===== config.mk =====
export PLATFORM = sky130hd
export DESIGN_NAME = apb_master_arbiter
export DESIGN_NICKNAME = d
export VERILOG_FILES = /design/src/rtl/apb_arb_pkg.sv /design/src/rtl/apb_rr_picker.sv /design/src/rtl/apb_master_arbiter.sv
export SDC_FILE = /design/constraint.sdc
export NUM_CORES = 1
export LEC_CHECK = 0
export CAP_MARGIN = 20
export CELL_PAD_IN_SITES_DETAIL_PLACEMENT = 1
export CELL_PAD_IN_SITES_GLOBAL_PLACEMENT = 2
export CORE_MARGIN = 1.5
export CORE_UTILIZATION = 10
export CTS_CLUSTER_DIAMETER = 120
export CTS_CLUSTER_SIZE = 16
export DETAILED_ROUTE_END_ITERATION = 7
export GPL_ROUTABILITY_DRIVEN = 0
export PLACE_DENSITY_LB_ADDON = 0.1
export SLEW_MARGIN = 10
export SYNTH_ARGS = -nofsm -noshare
export SYNTH_HDL_FRONTEND = slang
export SYNTH_SLANG_ARGS = --single-unit

===== constraint.sdc =====
create_clock -name PCLK -period 2.3 [get_ports PCLK]
set_input_delay 0.345 -clock PCLK [delete_from_list [all_inputs] [get_ports PCLK]]
set_output_delay 0.345 -clock PCLK [all_outputs]
set_load 0.01 [all_outputs]

===== src/rtl/apb_arb_pkg.sv =====
// Shared types and defaults for the APB master arbiter and its round-robin picker.
package apb_arb_pkg;

  typedef enum logic [1:0] {
    IDLE   = 2'd0,
    SETUP  = 2'd1,
    ACCESS = 2'd2
  } arb_state_t;

  localparam int NUM_MST_DEF        = 4;
  localparam int TIMEOUT_CYCLES_DEF = 256;

  // Timeout counter width: wide enough to hold the limit, kept within 8..16 bits.
  function automatic int tmo_cnt_width(input int cycles);
    int w;
    w = $clog2(cycles + 1);
    if (w < 8) w = 8;
    if (w > 16) w = 16;
    return w;
  endfunction

endpackage


===== src/rtl/apb_rr_picker.sv =====
// Combinational round-robin picker: searches upward from the slot after last_i
// and returns the first requester as one-hot and as an index.
module apb_rr_picker #(
  parameter int NUM_MST = 4
) (
  input  logic [NUM_MST-1:0]         req_i,
  input  logic [$clog2(NUM_MST)-1:0] last_i,
  output logic [NUM_MST-1:0]         grant_o,
  output logic [$clog2(NUM_MST)-1:0] idx_o,
  output logic                       any_o
);

  localparam int IDX_W = $clog2(NUM_MST);

  int   cand;
  logic found;

  // First requester after last_i, wrapping; last_i itself has lowest priority.
  always_comb begin
    grant_o = '0;
    idx_o   = '0;
    found   = 1'b0;
    cand    = 0;
    any_o   = |req_i;
    for (int k = 1; k <= NUM_MST; k++) begin
      cand = (int'(last_i) + k) % NUM_MST;
      if (!found && req_i[IDX_W'(cand)]) begin
        found                   = 1'b1;
        idx_o                   = IDX_W'(cand);
        grant_o[IDX_W'(cand)]   = 1'b1;
      end
    end
  end

endmodule


===== src/rtl/apb_master_arbiter.sv =====
// APB master arbiter: shares one slave-side APB bus among NUM_MST masters with
// round-robin arbitration, regenerating SETUP/ACCESS on the slave side.
// Optional feature macro: APB_ARB_TIMEOUT_EN (forced completion after
// TIMEOUT_CYCLES wait states in ACCESS).
//
// state  | meaning
// IDLE   | no owner; sample M_PSEL and pick a winner
// SETUP  | slave PSEL=1, PENABLE=0 for the owner's transfer
// ACCESS | slave PSEL=1, PENABLE=1 until PREADY (or timeout)
module apb_master_arbiter
  import apb_arb_pkg::*;
#(
  parameter int NUM_MST        = NUM_MST_DEF,
  parameter int ADDRESS_WIDTH  = 32,
  parameter int DATA_WIDTH     = 32,
  parameter int TIMEOUT_CYCLES = TIMEOUT_CYCLES_DEF
) (
  input  logic                            PCLK,
  input  logic                            PRESETn,
  input  logic [NUM_MST-1:0]              M_PSEL,
  input  logic [NUM_MST-1:0]              M_PENABLE,
  input  logic [NUM_MST-1:0]              M_PWRITE,
  input  logic [NUM_MST*ADDRESS_WIDTH-1:0] M_PADDR,
  input  logic [NUM_MST*DATA_WIDTH-1:0]   M_PWDATA,
  output logic [NUM_MST-1:0]              M_PREADY,
  output logic [NUM_MST*DATA_WIDTH-1:0]   M_PRDATA,
  output logic                            S_PSEL,
  output logic                            S_PENABLE,
  output logic                            S_PWRITE,
  output logic [ADDRESS_WIDTH-1:0]        S_PADDR,
  output logic [DATA_WIDTH-1:0]           S_PWDATA,
  input  logic                            S_PREADY,
  input  logic [DATA_WIDTH-1:0]           S_PRDATA,
  output logic [NUM_MST-1:0]              GRANT,
  output logic                            BUSY,
  output logic                            PROTO_ERR,
  output logic                            TIMEOUT
);

  localparam int IDX_W = $clog2(NUM_MST);

  arb_state_t         state_q, state_d;
  logic [NUM_MST-1:0] grant_q, grant_d;
  logic [IDX_W-1:0]   owner_q, owner_d;
  logic [IDX_W-1:0]   last_q, last_d;
  logic               proto_err_q, proto_err_d;

  logic [NUM_MST-1:0] pick_grant;
  logic [IDX_W-1:0]   pick_idx;
  logic               pick_any;
  logic               owner_psel;
  logic               timeout_hit;

  logic [ADDRESS_WIDTH-1:0] paddr_a  [NUM_MST];
  logic [DATA_WIDTH-1:0]    pwdata_a [NUM_MST];
  logic [DATA_WIDTH-1:0]    prdata_a [NUM_MST];

  // PENABLE from the masters carries no information the arbiter needs.
  logic unused_penable;
  assign unused_penable = ^M_PENABLE;

  for (genvar g = 0; g < NUM_MST; g++) begin : g_slice
    assign paddr_a[g]  = M_PADDR[g*ADDRESS_WIDTH +: ADDRESS_WIDTH];
    assign pwdata_a[g] = M_PWDATA[g*DATA_WIDTH +: DATA_WIDTH];
    assign M_PRDATA[g*DATA_WIDTH +: DATA_WIDTH] = prdata_a[g];
  end

  apb_rr_picker #(.NUM_MST(NUM_MST)) u_picker (
    .req_i   (M_PSEL),
    .last_i  (last_q),
    .grant_o (pick_grant),
    .idx_o   (pick_idx),
    .any_o   (pick_any)
  );

  assign owner_psel = M_PSEL[owner_q];

`ifdef APB_ARB_TIMEOUT_EN
  localparam int CNT_W = tmo_cnt_width(TIMEOUT_CYCLES);

  logic [CNT_W-1:0] tmo_cnt_q, tmo_cnt_d;

  // A real PREADY in the limit cycle wins over the forced completion.
  assign timeout_hit = (state_q == ACCESS) && owner_psel && !S_PREADY &&
                       (tmo_cnt_q == CNT_W'(TIMEOUT_CYCLES));

  // Count ACCESS wait states; cleared while in SETUP so each ACCESS starts at 0.
  always_comb begin
    tmo_cnt_d = tmo_cnt_q;
    if (state_q == SETUP) begin
      tmo_cnt_d = '0;
    end else if ((state_q == ACCESS) && !S_PREADY && !timeout_hit) begin
      tmo_cnt_d = tmo_cnt_q + 1'b1;
    end
  end

  // Timeout counter register.
  always_ff @(posedge PCLK or negedge PRESETn) begin
    if (!PRESETn) tmo_cnt_q <= '0;
    else          tmo_cnt_q <= tmo_cnt_d;
  end
`else
  logic unused_tmo_cfg;
  assign unused_tmo_cfg = (TIMEOUT_CYCLES != 0);
  assign timeout_hit    = 1'b0;
`endif

  // Next-state: arbitration in IDLE, fixed SETUP->ACCESS, completion or abort.
  always_comb begin
    state_d     = state_q;
    grant_d     = grant_q;
    owner_d     = owner_q;
    last_d      = last_q;
    proto_err_d = 1'b0;
    case (state_q)
      IDLE: begin
        if (pick_any) begin
          state_d = SETUP;
          grant_d = pick_grant;
          owner_d = pick_idx;
          last_d  = pick_idx;
        end
      end
      SETUP: begin
        if (!owner_psel) begin
          state_d     = IDLE;
          grant_d     = '0;
          proto_err_d = 1'b1;
        end else begin
          state_d = ACCESS;
        end
      end
      ACCESS: begin
        if (!owner_psel) begin
          state_d     = IDLE;
          grant_d     = '0;
          proto_err_d = 1'b1;
        end else if (S_PREADY || timeout_hit) begin
          state_d = IDLE;
          grant_d = '0;
        end
      end
      default: begin
        state_d = IDLE;
        grant_d = '0;
      end
    endcase
  end

  // FSM and owner registers; last grant resets to the top slot so master 0 wins first.
  always_ff @(posedge PCLK or negedge PRESETn) begin
    if (!PRESETn) begin
      state_q     <= IDLE;
      grant_q     <= '0;
      owner_q     <= '0;
      last_q      <= IDX_W'(NUM_MST - 1);
      proto_err_q <= 1'b0;
    end else begin
      state_q     <= state_d;
      grant_q     <= grant_d;
      owner_q     <= owner_d;
      last_q      <= last_d;
      proto_err_q <= proto_err_d;
    end
  end

  // Slave-side mux and owner-only response routing; everything zero in IDLE.
  always_comb begin
    S_PSEL    = (state_q != IDLE);
    S_PENABLE = (state_q == ACCESS);
    S_PWRITE  = 1'b0;
    S_PADDR   = '0;
    S_PWDATA  = '0;
    M_PREADY  = '0;
    for (int i = 0; i < NUM_MST; i++) prdata_a[i] = '0;
    if (state_q != IDLE) begin
      S_PWRITE = M_PWRITE[owner_q];
      S_PADDR  = paddr_a[owner_q];
      S_PWDATA = pwdata_a[owner_q];
    end
    if (state_q == ACCESS) begin
      M_PREADY[owner_q] = S_PREADY | timeout_hit;
      if (!timeout_hit) prdata_a[owner_q] = S_PRDATA;
    end
  end

  assign GRANT     = grant_q;
  assign BUSY      = (state_q != IDLE);
  assign PROTO_ERR = proto_err_q;
  assign TIMEOUT   = timeout_hit;

endmodule


==> metrics.md, run 1 <==
| Metric | Value |
|---|---|
| Status | finished with violations |
| Failing checks | negative setup slack |
| Worst VDD drop | between 300 and 400 uV |
| Syn_nets | 783 |
| Layout Cells excl Fill | 1513 |
| Period utilisation layout | 1.01 |
| Core Region | 37600 sq um |
| Vias/cell | 3.82 |
| DRC Markers | 0 |
| DRT Pass-1 Iters | 6 |
| CP Class | reg2out |
| Pre-CTS WS | -0.0607 ns |
| Share of layout cells above drive strength 1 | 0.242 |
| Worst R2R Setup Slack | 0.17 ns |
| CTS Buffer Depth | 2 |
| Initial Util | 0.101 |
| Fin util | 0.267 |
| Cells after DPL | 1473 |
| Worst path cell trace | buf_4, buf_16, mux4_2, and2_1, dlygate4sd2_1 |
| Cell accounting for the most synthesized area | mux4_2 |
| Clock transition at the registers of the reported paths | 0.05 ns |
| DR iter-0 viols | 145 |
| DP HPWL | approximately 29000 um |
| Worst-case reg-to-reg path depth | 7 |
| GRT Residual Overflow | 0 |
| Initial antenna violation count | 10 |
| Synthesized area | between 3000 and 4000 sq um |
| CP max FO | 12 |
| Critical R2R Launch | last_q[0]$_DFFE_PN1P_ |
| WL final | 35300 um |
| Buf+Inv Stages, Crit Path | 3 |
| Max-cap violations | 0 |
| Largest net degree at the start of global routing | 45 |
| Crit-path leading delay family | buffers and inverters |
| Fin worst setup slack | -0.0235 ns |
| Most common cell after layout, fill and taps aside | clkdlybuf4s50_1 |
| Row cnt | 71 |
| Boundary pin count | just over 500 |
| Share of the synthesized area in the top cell type | 0.390 |
| GR Util All Layers | 0.171 |
| Die height | 198 um |
| CTS buffer count | 3 |
| RSZ-0062 raised after global routing | true |
| # port buffers | ~500 |
| Nets | 1313 |
| Most frequent cells in the layout | clkdlybuf4s50_1, nor2_1, dlygate4sd2_1 |
| P&R area growth vs syn | 163% |
| TritonCTS clock tree | built |
| Final setup fails | 9 |
| CP startpoint kind | flip-flop |
| Total number of vias | 5781 |
| HP Class | in2async |
| Min Clock Period, post-route | 2.32 ns |
| WL/cell | approximately 23 um |
| R2R Path End | GRANT[2]$_DFFE_PN0P_ |
| Root Buffer | clkbuf_16 |
| Ys flop type | dfrtp_1 |
| Clock Latency Late Sink | 0.24 ns |
| Number of global-route vias before repair | 6350 |
| Worst Path Required | 1.96 ns |
| Fmax | 430 MHz |
| Rel. slew slack | 0.602 |
| First-pass GRT wire length | 47900 um |
| Hold Fails Final Rpt | 0 |
| Fin Clk Skew | 0.00383 ns |
| Post-synth EDFFs | 0 |
| Synth cell types | 43 |
| Largest stage delay on the critical path | about 0.51 ns |
| Leakage Power | 4.35 nW |
| Antenna viol nets, final | 0 |
| CP endpoint kind | primary output |
| Die area | 39300 sq um |
| Data arrival, critical path | 1.98 ns |
| Post-CTS Hold Fix Bufs | 0 |
| Slowest CP cell | mux4_2 |
| Die Span X | 198 um |
| Synth Instances | 469 |
| Worst slew pin tran | 0.595 ns |
| Slew Viols, Final | 0 |
| FILL cells | 4438 |
| Syn Area/Cell | around 8.1 sq um |
| FFs w/ async S/R, synth | 1.00 |
| Clock sink total | 11 |
| Synth top area cells | mux4_2, nor2_1, and2_1, dfrtp_1, nand2_1 |
| Synth Register Bits | 11 |
| H-tree Lvls | 1 |
| Post-synthesis sequential area ratio | 0.0729 |
| PD cells | 952 nW/um^2 |
| Syn. warnings | 0 |
-- metrics by stage --
step                power [W]  hold slack [ns]  setup TNS (ns)  area [sq um]
CTS                   0.00990            0.512          -0.727         10100
detailed placement    0.00894            0.500          -0.956          9750
global route           0.0103            0.528           -1.07         10000
global placement      0.00899            0.491           -1.01          9750
finish                0.00954            0.481          -0.102         10000
floorplan             0.00446           0.0494               0          3820
-- flip-flops by register name, indices dropped and copies added, names as in the netlist --
register,count
GRANT,4
PROTO_ERR,1
last_q,2
owner_q,2
state_q,2
-- cell families after synthesis --
| group | Yosys count | share of synthesized area |
|---|---|---|
| compound gates | 34 | 0.0706 |
| flops | 11 | 0.0729 |
| other cells | 1 | 0.000984 |
| simple gates | 282 | 0.342 |
| mux | 74 | 0.413 |
| fa+ha+maj | 11 | 0.0361 |
| buf+inv | 56 | 0.0650 |
-- routing by layer --
| metal | vias up | global-route usage | share of wire |
|---|---|---|---|
| met3 | 18 | 0.0542 | 0.093 |
| met5 | - | 0 | 0.0022 |
| met2 | 288 | 0.323 | 0.52 |
| met4 | 12 | 0.0107 | 0.0051 |
| met1 | 2754 | 0.193 | 0.38 |
| li1 | 2709 | - | - |
-- worst register-to-register path, cell delays in order, from the launching register on --
cell and delay [ns]:
dfstp_2 0.53, inv_1 0.12, ha_4 0.31, or4bb_1 0.49, o32ai_2 0.17, a22oi_1 0.11
a21oi_1 0.19, a221o_1 0.15
-- power breakdown --
group / internal (W) / switching (W)
registers: 0.000308 / 0.000113
clock network: 0.000234 / 0.0000967
logic: 0.00463 / 0.00416
total: 0.00518 / 0.00437
-- synth_stat cells, drive strengths merged, types with 3 or more instances --
cell,count
nor2b,3
nand2b,4
nand2,52
a221o,4
mux4,66
a21o,4
mux2,5
a21oi,7
clkbuf,30
ha,11
and2,67
nor2,144
dfrtp,9
o21ai,4
buf,21
mux2i,3
inv,5
-- cell type report --
type / count / area (sq um) / area share
Timing Repair Buffer: 576 / 5610 / 0.560
Inverter: 5 / 18.8 / 0.00187
Antenna cell: 4 / 10.0 / 0.000999
Clock buffer: 4 / 78.8 / 0.00787
Sequential cell: 11 / 285 / 0.0285
Tap cell: 511 / 639 / 0.0638
Multi-Input combinational cell: 402 / 3380 / 0.337
-- worst max-delay path by stage --
stage                            from                    to  cells past startpoint
3_3_place_gp   owner_q[0]$_DFFE_PN0P_           S_PADDR[11]                      4
6_report       owner_q[0]$_DFFE_PN0P_           S_PWDATA[5]                      5
5_1_grt        owner_q[0]$_DFFE_PN0P_            S_PADDR[2]                      5
3_5_place_dp   owner_q[0]$_DFFE_PN0P_           S_PADDR[14]                      4
2_1_floorplan   last_q[1]$_DFFE_PN1P_  GRANT[2]$_DFFE_PN0P_                      8
4_1_cts        owner_q[0]$_DFFE_PN0P_           S_PWDATA[2]                      6
-- what timing repair did --
| action | 4_1_cts | 5_1_grt |
|---|---|---|
| pin swaps | 1 | 2 |
| hold endpoints to repair | 0 | 0 |
| resized for setup | 389 | 33 |
| setup buffers | 20 | 8 |
| endpoints found under the setup margin | 197 | 107 |
| gates cloned | 7 | 0 |
(Power assumes the default switching activity.)
==> run 2: changes to the inputs <==
- CTS_BUF_LIST: default -> sky130_fd_sc_hd__clkbuf_4
==> run 2 against run 1 <==
Net effect:
- the flow still finishes with violations (negative setup slack)
- die area is the same
- core utilization up 0.50 points
- highest routed layer unchanged
- setup slack worse by 0.047 ns
- count of clock-buffer cells in the layout did not move
- sequential power down 2%
- critical path depth up 1
- global-route usage is 0.48 points higher
==> metrics.md, run 2 (synthesized netlist as in run 1, its figures left out) <==
| Metric | Value |
|---|---|
| GR Util All Layers | 0.176 (was 0.171) |
| Clock sink total | 11 (unchanged) |
| Largest net degree at the start of global routing | 45 (unchanged) |
| Slew Viols, Final | 0 (unchanged) |
| Data arrival, critical path | 2.03 ns (was 1.98 ns) |
| Share of layout cells above drive strength 1 | 0.369 (was 0.242) |
| Clock Latency Late Sink | 0.27 ns (was 0.24 ns) |
| Area of the multi-input gates | 3470 sq um (was 3380 sq um) |
| Boundary pin count | 509 (unchanged) |
| Final setup fails | 11 (was 9) |
| First-pass GRT wire length | 49500 um (was 47900 um) |
| Cells after DPL | 1473 (unchanged) |
| Cell Area, Placed | 9750 sq um (unchanged) |
| Min Clock Period, post-route | 2.37 ns (was 2.32 ns) |
| CTS Buffer Depth | 2 (unchanged) |
| Root Buffer | clkbuf_4 (was clkbuf_16) |
| Fin util | 0.272 (was 0.267) |
| Status | finished with violations (unchanged) |
| Number of global-route vias before repair | 6525 (was 6350) |
| # port buffers | 503 (unchanged) |
| GRT Residual Overflow | 0 (unchanged) |
| Die Span X | 198 um (unchanged) |
| Initial antenna violation count | 7 (was 10) |
| Die area | 39300 sq um (unchanged) |
| H-tree Lvls | 1 (unchanged) |
| Post-CTS Hold Fix Bufs | 0 (unchanged) |
| CP Class | reg2out (unchanged) |
| WL/cell | 23.8 um (was 23.4 um) |
| TritonCTS clock tree | built (unchanged) |
| Fmax | 422 MHz (was 430 MHz) |
| Most frequent cells in the layout | clkdlybuf4s50_1, nor2_1, buf_2 (was clkdlybuf4s50_1, nor2_1, dlygate4sd2_1) |
| Max-cap violations | 0 (unchanged) |
| Overall Power | 0.0106 W (was 0.00954 W) |
| DRC Markers | 0 (unchanged) |
| Worst Path Required | 1.96 ns (about the same) |
| P&R area growth vs syn | 168% (was 163%) |
| WL final | 36400 um (was 35300 um) |
| Clock transition at the registers of the reported paths | 0.08 ns (was 0.05 ns) |
| Period utilisation layout | 1.03 (was 1.01) |
| CP startpoint kind | flip-flop (unchanged) |
| Row cnt | 71 (unchanged) |
| Vias/cell | 3.85 (was 3.82) |
| Leakage Power | 4.42 nW (was 4.35 nW) |
| DRT Pass-1 Iters | 4 (was 6) |
| Max reg flops | 4 (unchanged) |
| PD cells | 1040 nW/um^2 (was 952 nW/um^2) |
| DP HPWL | 28800 um (unchanged) |
| Register area | 285 sq um (unchanged) |
| Worst slew pin tran | 0.558 ns (was 0.595 ns) |
| Antenna viol nets, final | 0 (unchanged) |
| CP endpoint kind | primary output (unchanged) |
| Nets | 1331 (was 1313) |
| RSZ-0062 raised after global routing | true (unchanged) |
| Most common cell after layout, fill and taps aside | clkdlybuf4s50_1 (unchanged) |
| Initial Util | 0.101 (unchanged) |
| Failing checks | negative setup slack (unchanged) |
| HP Class | in2async (unchanged) |
| CP max FO | 7 (was 12) |
| Die height | 198 um (unchanged) |
| Total number of vias | 5889 (was 5781) |
| Fin worst setup slack | -0.0702 ns (was -0.0235 ns) |
| Rel. slew slack | 0.627 (was 0.602) |
| Hold Fails Final Rpt | 0 (unchanged) |
| Core Region | 37600 sq um (unchanged) |
| Layout Cells excl Fill | 1530 (was 1513) |
| Worst VDD drop | 357 uV (was 347 uV) |
| Fin Clk Skew | 0.00260 ns (was 0.00383 ns) |
| Fin area | 10200 sq um (was 10000 sq um) |
| FILL cells | 4414 (was 4438) |
| DR iter-0 viols | 133 (was 145) |
| CTS buffer count | 3 (unchanged) |
[run 2: cell count changes in the layout (fill, tap and decap cells not counted), sizes merged]
cell,change
clkdlybuf4s15,-14
bufbuf,-1
clkdlybuf4s50,-1
buf,+104
dlygate4sd2,-67
dlymetal6s2s,+1
clkbuf,-4
diode,-1
[run 2: repair_timing]
action                                  CTS  global route
buffers inserted                         40             6
cloned                                   11             0
resized for setup                       606           152
endpoints found under the hold margin     0             0
pin swaps                                13             6
endpoints found under the setup margin  199           118
[run 2: layout make-up]
class | instances | area share
Sequential cell | 11 | 0.0279
Multi-Input combinational cell | 402 | 0.340
Antenna cell | 3 | 0.000735
Clock buffer | 4 | 0.00294
Timing Repair Buffer | 594 | 0.564
Inverter | 5 | 0.00184
Tap cell | 511 | 0.0626
[run 2: worst paths after layout]
kind,slack [ns],to,startpoint,cells after the start
setup / recovery,-0.07,S_PADDR[13],owner_q[0]$_DFFE_PN0P_,6
hold / removal,0.42,GRANT[1]$_DFFE_PN0P_,PRESETn,1
setup reg to reg,0.04,GRANT[1]$_DFFE_PN0P_,owner_q[0]$_DFFE_PN0P_,8
hold reg to reg,0.54,GRANT[3]$_DFFE_PN0P_,GRANT[3]$_DFFE_PN0P_,1
max in group asynchronous,1.46,owner_q[0]$_DFFE_PN0P_,PRESETn,1
min in group PCLK,0.54,GRANT[3]$_DFFE_PN0P_,GRANT[3]$_DFFE_PN0P_,1
[run 2: stage by stage]
stage | hold slack [ns] | TNS, ns | setup WS [ns]
2_1_floorplan | 0.0494 | 0 | 0.00377
6_report | 0.421 | -0.391 | -0.0702
3_3_place_gp | 0.491 | -1.01 | -0.0769
3_5_place_dp | 0.500 | -0.956 | -0.0607
4_1_cts | 0.444 | -5.08 | -0.224
5_1_grt | 0.467 | -1.92 | -0.130
[run 2: critical path, stage by stage (launching register included)]
cell	delay, ns
dfrtp_4	0.54
buf_8	0.17
buf_16	0.14
buf_6	0.09
mux4_2	0.50
and2_4	0.18
buf_6	0.12
[run 2: power by group]
group	internal, W	switching (W)	leakage (nW)
clock network	0.0000790	0.0000784	0.0184
registers	0.000306	0.000107	0.135
logic	0.00557	0.00446	4.26
total	0.00595	0.00465	4.42
[run 2: routing by layer]
metal | share of wire | global-route usage
met2 | 0.52 | 0.337
met4 | 0.0014 | 0.00933
met1 | 0.38 | 0.197
met3 | 0.090 | 0.0520
met5 | 0.0013 | 0
==> run 3: changes to the inputs <==
- CORE_ASPECT_RATIO: default -> 0.7
==> run 3 against run 2 <==
Net effect:
- the run still ends with negative setup slack left
- clock power fell by 6%
- critical path depth rose by 1
- fmax fell by 1.8%
- total power fell by 0.58%
- die area barely moved
- non-clock buffer count rose by 16
- via count rose by 0.85%
- count of clock-buffer cells in the layout did not move
- design area rose by 0.54%
- critical path type unchanged
==> metrics.md, run 3 (synthesized netlist as in run 1, its figures left out) <==
| Metric | Value |
|---|---|
| Status | finished with violations (unchanged) |
| Failing checks | negative setup slack (unchanged) |
| Clock share of power | 0.014 (was 0.015) |
| Share of layout cells above drive strength 1 | 0.334 (was 0.369) |
| Min Clock Period, post-route | 2.41 ns (was 2.37 ns) |
| Most common cell after layout, fill and taps aside | clkdlybuf4s50_1 (unchanged) |
| R2R Path End | GRANT[1]$_DFFE_PN0P_ (unchanged) |
| Row cnt | 59 (was 71) |
| Data arrival, critical path | 2.07 ns (was 2.03 ns) |
| CP endpoint kind | primary output (unchanged) |
| Fin worst setup slack | -0.113 ns (was -0.0702 ns) |
| DRT Pass-1 Iters | 4 (unchanged) |
| Clock sink total | 11 (unchanged) |
| Die height | 166 um (was 198 um) |
| Diode count | 0 (was 3) |
| GR Util All Layers | 0.166 (was 0.176) |
| Core Region | 37400 sq um (was 37600 sq um) |
| First-pass GRT wire length | 48000 um (was 49500 um) |
| TritonCTS clock tree | built (unchanged) |
| Max reg flops | 4 (unchanged) |
| Share of total power in combinational logic | 0.949 (was 0.946) |
| CP max FO | 6 (was 7) |
| WL/cell | 22.8 um (was 23.8 um) |
| Fmax | 414 MHz (was 422 MHz) |
| CTS buffer count | 3 (unchanged) |
| Largest net degree at the start of global routing | 47 (was 45) |
| H-tree Lvls | 1 (unchanged) |
| Antenna viol nets, final | 0 (unchanged) |
| Boundary pin count | 509 (unchanged) |
| Worst VDD drop | 355 uV (was 357 uV) |
| Worst-case reg-to-reg path depth | 10 (was 8) |
| Die Span X | 236 um (was 198 um) |
| GRT Residual Overflow | 0 (unchanged) |
| Cells after DPL | 1469 (was 1473) |
| DRC Markers | 0 (unchanged) |
| Nets | 1347 (was 1331) |
| Root Buffer | clkbuf_4 (unchanged) |
| CP Class | reg2out (unchanged) |
| # port buffers | 503 (unchanged) |
| Rel. slew slack | 0.624 (was 0.627) |
| Pre-CTS WS | -0.0946 ns (was -0.0607 ns) |
| Worst Path Required | 1.96 ns (about the same) |
| DR iter-0 viols | 183 (was 133) |
| Clock Latency Late Sink | 0.27 ns (about the same) |
| Critical R2R Launch | owner_q[0]$_DFFE_PN0P_ (unchanged) |
| Leakage Power | 4.57 nW (was 4.42 nW) |
| Worst R2R Setup Slack | 0 ns (was 0.04 ns) |
| Hold Fails Final Rpt | 0 (unchanged) |
| Vias/cell | 3.91 (was 3.85) |
| CTS Buffer Depth | 2 (unchanged) |
| Clock transition at the registers of the reported paths | 0.07 ns (was 0.08 ns) |
| P_sw | 0.00469 W (was 0.00465 W) |
| DP HPWL | 27800 um (was 28800 um) |
| Max-cap violations | 0 (unchanged) |
| Initial antenna violation count | 1 (was 7) |
| Most frequent cells in the layout | clkdlybuf4s50_1, nor2_1, dlygate4sd2_1 (was clkdlybuf4s50_1, nor2_1, buf_2) |
| Layout Cells excl Fill | 1520 (was 1530) |
| Setup TNS | -0.316 ns (was -0.391 ns) |
| WL final | 34600 um (was 36400 um) |
| Sw frac | 0.445 (was 0.438) |
| Number of global-route vias before repair | 6248 (was 6525) |
| PD cells | 1030 nW/um^2 (was 1040 nW/um^2) |
| CP startpoint kind | flip-flop (unchanged) |
| Sequential share of power | 0.037 (was 0.039) |
| Initial Util | 0.102 (was 0.101) |
| Die area | 39300 sq um (about the same) |
| RSZ-0062 raised after global routing | true (unchanged) |
| Int Power | 0.00585 W (was 0.00595 W) |
| Total number of vias | 5939 (was 5889) |
| Slew Viols, Final | 0 (unchanged) |
| Period utilisation layout | 1.05 (was 1.03) |
| Worst Setup EP | S_PWDATA[17] (was S_PADDR[13]) |
| Fin Clk Skew | 0.00275 ns (was 0.00260 ns) |
| FILL cells | 4384 (was 4414) |
| Post-CTS Hold Fix Bufs | 0 (unchanged) |
| Worst slew pin tran | 0.561 ns (was 0.558 ns) |
| HP Class | in2async (unchanged) |
| Final setup fails | 6 (was 11) |
| P&R area growth vs syn | 169% (was 168%) |
| Crit path from | owner_q[0]$_DFFE_PN0P_ (unchanged) |
-- run 3: cell count changes in the layout (fill, tap and decap cells not counted), sizes merged --
cell | previous run | this run
dlymetal6s2s | 1 | 8
bufbuf | 2 | 1
dlygate4sd2 | 57 | 78
diode | 3 | 0
clkdlybuf4s15 | 6 | 11
clkbuf | 14 | 54
buf | 213 | 157
-- run 3: worst min path at each step --
stage / endpoint / slack (ns) / cells after the start
after global routing: state_q[1]$_DFFE_PN0P_ / 0.45 / 1
after detailed placement: state_q[1]$_DFFE_PN0P_ / 0.49 / 2
after floorplan: GRANT[0]$_DFFE_PN0P_ / 0.05 / 0
final: state_q[1]$_DFFE_PN0P_ / 0.43 / 1
after CTS: owner_q[0]$_DFFE_PN0P_ / 0.44 / 1
after global placement: state_q[1]$_DFFE_PN0P_ / 0.50 / 2
-- run 3: per-stage QoR --
stage | utilization | cell area (sq um) | power, W | hold slack [ns]
after floorplan | - | 3820 | 0.00446 | 0.0494
after global placement | 0.264 | 9840 | 0.00924 | 0.496
after detailed placement | 0.264 | 9840 | 0.00917 | 0.495
after CTS | 0.272 | 10100 | 0.0100 | 0.442
after global routing | 0.275 | 10300 | 0.0113 | 0.449
final | 0.275 | 10300 | 0.0105 | 0.431
-- run 3: final cells by class --
class	instances	area [sq um]	area share
clock buffer	4	30.0	0.00293
sequential	11	285	0.0278
multi-input combinational	402	3440	0.335
inverter	5	21.3	0.00207
timing repair buffer	610	5880	0.573
tap	488	611	0.0595
-- run 3: metal layers --
metal / part of all wire / wire [um] / GRT usage / vias up
li1: - / - / - / 2777
met1: 0.40 / 13900 / 0.196 / 2922
met2: 0.52 / 18200 / 0.315 / 230
met3: 0.072 / 2480 / 0.0424 / 8
met4: 0.0018 / 64 / 0.00753 / 2
met5: 0.00032 / 11 / 0 / -
-- run 3: what timing repair did --
action                                  4_1_cts  5_1_grt
buffers inserted                             24       20
pin swaps                                     4       31
cloned                                        7        1
endpoints found under the setup margin      198      128
gates resized for setup                     419      174
-- run 3: critical path: stages (launching register included) --
cell	delay, ns
dfrtp_4	0.51
buf_12	0.15
buf_16	0.14
buf_12	0.12
buf_6	0.11
mux4_2	0.47
and2_4	0.17
buf_6	0.12
-- run 3: power groups by stage --
stage	clock (W)	combinational (W)	sequential [W]
2_1_floorplan	0	0.00410	0.000363
3_3_place_gp	0	0.00879	0.000446
3_5_place_dp	0	0.00872	0.000448
4_1_cts	0.000159	0.00948	0.000402
5_1_grt	0.000164	0.0107	0.000409
6_report	0.000148	0.0100	0.000395
